### src/rtl/axi4_default_slave_pkg.sv
// axi4_default_slave_pkg: response encodings and FSM states for the default slave.
package axi4_default_slave_pkg;
    localparam logic [1:0] RESP_OKAY   = 2'b00;
    localparam logic [1:0] RESP_EXOKAY = 2'b01;
    localparam logic [1:0] RESP_SLVERR = 2'b10;
    localparam logic [1:0] RESP_DECERR = 2'b11;
    typedef enum logic [1:0] {W_IDLE, W_DATA, W_RESP} w_state_t;
    typedef enum logic {R_IDLE, R_DATA} r_state_t;
endpackage

### src/rtl/axi4_default_slave_if.sv
// axi4_default_slave_if: AXI4 handshake subset seen by the default slave (no address fields).
interface axi4_default_slave_if #(
    parameter int ID_W = 4,
    parameter int DATA_W = 32
);
    logic awvalid, awready;
    logic [ID_W-1:0] awid;
    logic wvalid, wready, wlast;
    logic [DATA_W-1:0] wdata;
    logic bvalid, bready;
    logic [ID_W-1:0] bid;
    logic [1:0] bresp;
    logic arvalid, arready;
    logic [ID_W-1:0] arid;
    logic [7:0] arlen;
    logic rvalid, rready, rlast;
    logic [ID_W-1:0] rid;
    logic [DATA_W-1:0] rdata;
    logic [1:0] rresp;
    modport slave (
        input awvalid, awid, wvalid, wdata, wlast, bready, arvalid, arid, arlen, rready,
        output awready, wready, bvalid, bid, bresp, arready, rvalid, rid, rdata, rresp, rlast
    );
    modport master (
        output awvalid, awid, wvalid, wdata, wlast, bready, arvalid, arid, arlen, rready,
        input awready, wready, bvalid, bid, bresp, arready, rvalid, rid, rdata, rresp, rlast
    );
endinterface

### src/rtl/axi4_default_slave_rd.sv
// axi4_default_slave_rd: read path; answers each AR burst with arlen+1 DECERR beats.
module axi4_default_slave_rd
    import axi4_default_slave_pkg::*;
#(
    parameter int ID_W = 4,
    parameter int DATA_W = 32,
    parameter int CNT_W = 16
) (
    input  logic              clk,
    input  logic              rst,
    input  logic              arvalid,
    input  logic [ID_W-1:0]   arid,
    input  logic [7:0]        arlen,
    input  logic              rready,
    output logic              arready,
    output logic              rvalid,
    output logic              rlast,
    output logic [ID_W-1:0]   rid,
    output logic [DATA_W-1:0] rdata,
    output logic [1:0]        rresp,
    output logic [CNT_W-1:0]  rd_err_cnt
);
    r_state_t r_state, r_next;
    logic [7:0] beats;
    logic done;
    assign done = rvalid && rready && beats == 8'd0;
    always_ff @(posedge clk) r_state <= rst ? R_IDLE : r_next;
    always_comb begin
        r_next = r_state == R_IDLE ? (arvalid ? R_DATA : R_IDLE) : (done ? R_IDLE : R_DATA);
    end
    always_comb begin
        arready = r_state == R_IDLE;
        rvalid  = r_state == R_DATA;
        rlast   = r_state == R_DATA && beats == 8'd0;
        rdata   = '0;
        rresp   = RESP_DECERR;
    end
    always_ff @(posedge clk) begin
        if (rst) begin
            rid        <= '0;
            beats      <= '0;
            rd_err_cnt <= '0;
        end else begin
            if (arvalid && arready) begin
                rid   <= arid;
                beats <= arlen;
            end
            if (rvalid && rready && beats != 8'd0) beats <= beats - 8'd1;
            if (done) rd_err_cnt <= rd_err_cnt + CNT_W'(~&rd_err_cnt);
        end
    end
endmodule

### src/rtl/axi4_default_slave.sv
// axi4_default_slave: terminating AXI4 responder; every AW/W and AR burst is answered with DECERR.
module axi4_default_slave
    import axi4_default_slave_pkg::*;
#(
    parameter int ID_W = 4,
    parameter int DATA_W = 32,
    parameter int CNT_W = 16
) (
    input  logic                clk,
    input  logic                rst,
    axi4_default_slave_if.slave bus,
    output logic [CNT_W-1:0]    wr_err_cnt,
    output logic [CNT_W-1:0]    rd_err_cnt
);
    w_state_t w_state, w_next;
    logic [ID_W-1:0] bid_q;
    logic unused_wdata;
    assign unused_wdata = ^bus.wdata;
    always_ff @(posedge clk) w_state <= rst ? W_IDLE : w_next;
    always_comb begin
        w_next = w_state;
        case (w_state)
            W_IDLE:  if (bus.awvalid) w_next = W_DATA;
            W_DATA:  if (bus.wvalid && bus.wlast) w_next = W_RESP;
            W_RESP:  if (bus.bready) w_next = W_IDLE;
            default: w_next = W_IDLE;
        endcase
    end
    // W beats arriving before AW stall here because wready is low in W_IDLE
    always_comb begin
        bus.awready = w_state == W_IDLE;
        bus.wready  = w_state == W_DATA;
        bus.bvalid  = w_state == W_RESP;
        bus.bresp   = RESP_DECERR;
        bus.bid     = bid_q;
    end
    always_ff @(posedge clk) begin
        if (rst) begin
            bid_q      <= '0;
            wr_err_cnt <= '0;
        end else begin
            if (bus.awvalid && bus.awready) bid_q <= bus.awid;
            if (bus.bvalid && bus.bready) wr_err_cnt <= wr_err_cnt + CNT_W'(~&wr_err_cnt);
        end
    end
    axi4_default_slave_rd #(.ID_W(ID_W), .DATA_W(DATA_W), .CNT_W(CNT_W)) u_rd (
        .clk(clk),
        .rst(rst),
        .arvalid(bus.arvalid),
        .arid(bus.arid),
        .arlen(bus.arlen),
        .rready(bus.rready),
        .arready(bus.arready),
        .rvalid(bus.rvalid),
        .rlast(bus.rlast),
        .rid(bus.rid),
        .rdata(bus.rdata),
        .rresp(bus.rresp),
        .rd_err_cnt(rd_err_cnt)
    );
endmodule
### src/flat_wrapper.sv
// flat-port wrapper written by rule: the top's interface ports become plain ports
module axi4_default_slave_flat import axi4_default_slave_pkg::*;
#(
    parameter int ID_W = 4,
    parameter int DATA_W = 32,
    parameter int CNT_W = 16
)
  (clk, rst, wr_err_cnt, rd_err_cnt, bus_awvalid, bus_awid, bus_wvalid, bus_wdata, bus_wlast, bus_bready, bus_arvalid, bus_arid, bus_arlen, bus_rready, bus_awready, bus_wready, bus_bvalid, bus_bid, bus_bresp, bus_arready, bus_rvalid, bus_rid, bus_rdata, bus_rresp, bus_rlast);
  axi4_default_slave_if #(.ID_W(ID_W), .DATA_W(DATA_W)) bus_i ();
  input  logic clk;
  input  logic rst;
  output logic [CNT_W-1:0] wr_err_cnt;
  output logic [CNT_W-1:0] rd_err_cnt;
  input wire logic [$bits(bus_i.awvalid)-1:0] bus_awvalid;
  input wire logic [$bits(bus_i.awid)-1:0] bus_awid;
  input wire logic [$bits(bus_i.wvalid)-1:0] bus_wvalid;
  input wire logic [$bits(bus_i.wdata)-1:0] bus_wdata;
  input wire logic [$bits(bus_i.wlast)-1:0] bus_wlast;
  input wire logic [$bits(bus_i.bready)-1:0] bus_bready;
  input wire logic [$bits(bus_i.arvalid)-1:0] bus_arvalid;
  input wire logic [$bits(bus_i.arid)-1:0] bus_arid;
  input wire logic [$bits(bus_i.arlen)-1:0] bus_arlen;
  input wire logic [$bits(bus_i.rready)-1:0] bus_rready;
  output wire logic [$bits(bus_i.awready)-1:0] bus_awready;
  output wire logic [$bits(bus_i.wready)-1:0] bus_wready;
  output wire logic [$bits(bus_i.bvalid)-1:0] bus_bvalid;
  output wire logic [$bits(bus_i.bid)-1:0] bus_bid;
  output wire logic [$bits(bus_i.bresp)-1:0] bus_bresp;
  output wire logic [$bits(bus_i.arready)-1:0] bus_arready;
  output wire logic [$bits(bus_i.rvalid)-1:0] bus_rvalid;
  output wire logic [$bits(bus_i.rid)-1:0] bus_rid;
  output wire logic [$bits(bus_i.rdata)-1:0] bus_rdata;
  output wire logic [$bits(bus_i.rresp)-1:0] bus_rresp;
  output wire logic [$bits(bus_i.rlast)-1:0] bus_rlast;
  assign bus_i.awvalid = bus_awvalid;
  assign bus_i.awid = bus_awid;
  assign bus_i.wvalid = bus_wvalid;
  assign bus_i.wdata = bus_wdata;
  assign bus_i.wlast = bus_wlast;
  assign bus_i.bready = bus_bready;
  assign bus_i.arvalid = bus_arvalid;
  assign bus_i.arid = bus_arid;
  assign bus_i.arlen = bus_arlen;
  assign bus_i.rready = bus_rready;
  assign bus_awready = bus_i.awready;
  assign bus_wready = bus_i.wready;
  assign bus_bvalid = bus_i.bvalid;
  assign bus_bid = bus_i.bid;
  assign bus_bresp = bus_i.bresp;
  assign bus_arready = bus_i.arready;
  assign bus_rvalid = bus_i.rvalid;
  assign bus_rid = bus_i.rid;
  assign bus_rdata = bus_i.rdata;
  assign bus_rresp = bus_i.rresp;
  assign bus_rlast = bus_i.rlast;
  axi4_default_slave #(.ID_W(ID_W), .DATA_W(DATA_W), .CNT_W(CNT_W)) u_core (.clk(clk), .rst(rst), .bus(bus_i), .wr_err_cnt(wr_err_cnt), .rd_err_cnt(rd_err_cnt));
endmodule
### config.mk
export PLATFORM = sky130hd
export DESIGN_NAME = axi4_default_slave_flat
export DESIGN_NICKNAME = d
export VERILOG_FILES = /design/src/rtl/axi4_default_slave_pkg.sv /design/src/rtl/axi4_default_slave_if.sv /design/src/rtl/axi4_default_slave_rd.sv /design/src/rtl/axi4_default_slave.sv /design/src/flat_wrapper.sv
export SDC_FILE = /design/constraint.sdc
export NUM_CORES = 1
export LEC_CHECK = 0
export CAP_MARGIN = 0
export CORE_UTILIZATION = 40
export CTS_CLUSTER_DIAMETER = 120
export DETAILED_ROUTE_END_ITERATION = 8
export PLACE_DENSITY = 0.8
export SYNTH_ARGS = -nofsm -noshare
export SYNTH_HDL_FRONTEND = slang
export SYNTH_SLANG_ARGS = --single-unit
export TNS_END_PERCENT = 20
### constraint.sdc
create_clock -name clk -period 2.6 [get_ports clk]
set_input_delay 0.52 -clock clk [delete_from_list [all_inputs] [get_ports clk]]
set_output_delay 0.52 -clock clk [all_outputs]
set_load 0.02 [all_outputs]
==> metrics.txt <==
path type of the worst setup path=flip-flop to flip-flop; final setup TNS=0 ns; setup repair after global routing missed its margin=false; DR vias/cell=5.18; total congestion overflow=0; violated checks=design-rule violations; Largest delay share family, worst path=simple AND/OR/NAND/NOR gates; post-layout power=1.69 mW; first-pass GRT wire length=9910 um; largest family of logic cells by synthesized area=simple AND/OR/NAND/NOR gates; die area=7210 um^2; synthesized flop and latch total=51; Simple-Gate Fraction of Synth Area=29.2%; hold buffer count at CTS=0; Crit path depth=9; Cells after Synth=335; DR pass1 iterations=7; Row Count=29; fin crit share=96.0%; final wirelength=6110 um; vias in the first global route=2217; xor/xnor share of the synthesized area=4.78%; most common cell after layout, fill and taps aside=clkdlybuf4s50_1; RR Startpoint=u_core.wr_err_cnt[13]$_SDFFE_PP0P_; antenna diode count=0; Psw=0.460 mW; total clock buffers created by CTS=5; Finish-stage setup viols=0; CTS tree=built; post-CTS setup repair buffer count=0; Fin. Hold Viols=0; Post-synth EDFFs=0; Port Buffers=69; routed len/inst=12.6 um; Pwr per Cell Area=479 nW/um^2; clk buf depth=2; cell at the slowest stage of the critical path=or4_1; skew final=0.0150 ns; initial antenna violation count=0; clk slew on worst S/H paths=0.10 ns; internal power=1.23 mW; Post-Syn Area=2750 um^2; CP Cell Sequence=nand4_1 > or2_2 > or4_1 > ha_1 > ha_1 > nand4b_1 > nor3_1 > xnor2_1 > nor2_1; post-synthesis compound-gate area fraction=10.8%; combinational power share=16.3%; status=finished with violations; chip width=84.9 um; worst-skew pair later-pin latency=0.30 ns; crit-path max FO=5; crit path buf inv count=0; peak supply drop=0.000262 V; via count of the routed design=2509; Root Buffer=clkbuf_8; Hold/Removal Path Class=flip-flop to flip-flop; crit path capture type=flip-flop; Starting Density=42.3%; sw frac=27.2%; clock period minus worst slack=2.49 ns; Setup crit start kind=flip-flop; worst setup path end=u_core.wr_err_cnt[10]$_SDFFE_PP0P_; Critical path origin=u_core.wr_err_cnt[13]$_SDFFE_PP0P_; fraction of layout cells with a size suffix above 1=6.63%; clock share of power=34.3%; flop-to-flop setup slack=0.11 ns; Core Area=6490 um^2; Die H=84.9 um; clock sinks=51; syn avg cell area=8.21 um^2; 1st-iter DRT viols=166; CP arrival=2.65 ns; Synth Area in Adders=2.28%; CP most frequent cell=ha_1; Max Slew Vio Count=0; ys async rst share=0%; static leakage=1.33 nW; R2R depth=9; Yosys warning total=0; most used flip-flop cell after synthesis=dfxtp_1; Flop pwr share=49.4%; Final Wtd Congestion=0.812; Post-layout nets=467; Worst Tran Pin Value=0.960 ns; largest net degree at the start of global routing=54; sequential area share after synthesis=37.1%; r2r endpoint=u_core.wr_err_cnt[10]$_SDFFE_PP0P_; Worst slew margin=36.0%; critical path's largest stage delay=0.54 ns; maxcap violations=0; most frequent cells in the layout=clkdlybuf4s50_1, dfxtp_1, conb_1, nor2_1, nand2_1; # DRC=6; # IOs=138; final antenna-violating net count=0; Area Growth Syn to Fin=28.4%; mux contribution to synthesized area=2.23%; H-tree lvl count=2; Worst Path Required=2.76 ns; Max Freq=0.401 GHz; Total GRT Usage=16.7%; Unique masters post-synth=44; Detailed Place HPWL=4300 um
## area by class of cell
| type | instances | area [um^2] |
|---|---|---|
| Tap cell | 77 | 96.3 |
| Inverter | 10 | 37.5 |
| Clock inverter | 2 | 35.0 |
| Multi-Input combinational cell | 259 | 1500 |
| Fill cell | 598 | 2960 |
| Clock buffer | 6 | 82.6 |
| Sequential cell | 51 | 1020 |
| Timing Repair Buffer | 79 | 759 |
## registers in the layout (all words and copies together) (netlist names)
name,flops
u_core.u_rd.rd_err_cnt,16
u_core.wr_err_cnt,16
u_core.u_rd.beats,8
u_core.bus.bid,4
u_core.u_rd.rid,4
u_core.w_state,2
u_core.u_rd.rvalid,1
## cells in the mapped netlist, drive strengths merged, types with 10 or more instances
master | count | area share (%)
dfxtp | 51 | 37
buf | 37 | 10
nor2 | 29 | 4.0
nand2 | 27 | 3.7
a21oi | 26 | 4.7
nand3 | 17 | 3.1
clkbuf | 13 | 1.8
o21ai | 13 | 2.4
nand4 | 12 | 3.2
or3 | 12 | 2.7
inv | 10 | 1.4
xor2 | 10 | 3.2
## stage by stage
stage               hold WS (ns)  setup WS, ns  util (%)  std cells  instance area [um^2]
global placement           0.444         0.146      52.4        475                  3410
detailed placement         0.451        0.0819      52.4        475                  3410
finish                     0.462         0.105      54.4        484                  3530
floorplan                  0.456         0.170         -        369                  2880
global route               0.490        0.0170      54.4        484                  3530
CTS                        0.466        0.0587      54.2        483                  3520
## worst reg2reg max path, stage by stage (launching register included)
cell and delay [ns]:
dfxtp_1 0.38, nand4_1 0.13, or2_2 0.31, or4_1 0.54, ha_1 0.21, ha_1 0.20
nand4b_1 0.24, nor3_1 0.11, xnor2_1 0.16, nor2_1 0.07
## timing repair
| action | in CTS | in global routing |
|---|---|---|
| gates resized for setup | 1 | 0 |
| gates cloned | 0 | 1 |
| endpoints found under the hold margin | 0 | 0 |
| setup endpoints to repair | 1 | 4 |
## metal layers
metal | track usage [%] | share of wire (%)
met2 | 28.8 | 48
met3 | 3.50 | 5.6
met5 | 0 | 0
met1 | 20.8 | 45
met4 | 5.39 | 1.2
## worst min path at each step
stage                                      startpoint  slack, ns  cells past startpoint                                 to
floorplan           u_core.u_rd.beats[1]$_SDFFE_PP0P_       0.46                      2  u_core.u_rd.beats[1]$_SDFFE_PP0P_
global placement      u_core.u_rd.rid[1]$_SDFFE_PP0P_       0.44                      2    u_core.u_rd.rid[1]$_SDFFE_PP0P_
detailed placement    u_core.u_rd.rid[3]$_SDFFE_PP0P_       0.45                      2    u_core.u_rd.rid[3]$_SDFFE_PP0P_
CTS                   u_core.u_rd.rid[1]$_SDFFE_PP0P_       0.47                      2    u_core.u_rd.rid[1]$_SDFFE_PP0P_
global route          u_core.u_rd.rid[3]$_SDFFE_PP0P_       0.49                      2    u_core.u_rd.rid[3]$_SDFFE_PP0P_
finish                u_core.u_rd.rid[1]$_SDFFE_PP0P_       0.46                      2    u_core.u_rd.rid[1]$_SDFFE_PP0P_
## power groups by stage
stage,clock [mW],sequential [mW],combinational (mW)
global route,0.625,0.840,0.301
finish,0.580,0.834,0.276
floorplan,0,0.853,0.216
CTS,0.590,0.834,0.276
detailed placement,0,0.851,0.275
global placement,0,0.850,0.273
## cells by family after synthesis
group / count (synthesis)
AO/OA/AOI/OAI: 51
flip-flops: 51
XOR/XNOR: 15
AND/OR/NAND/NOR: 145
buffers and inverters: 60
multiplexers: 6
other: 2
adder cells (fa/ha/maj): 5
(Power assumes the default switching activity.)
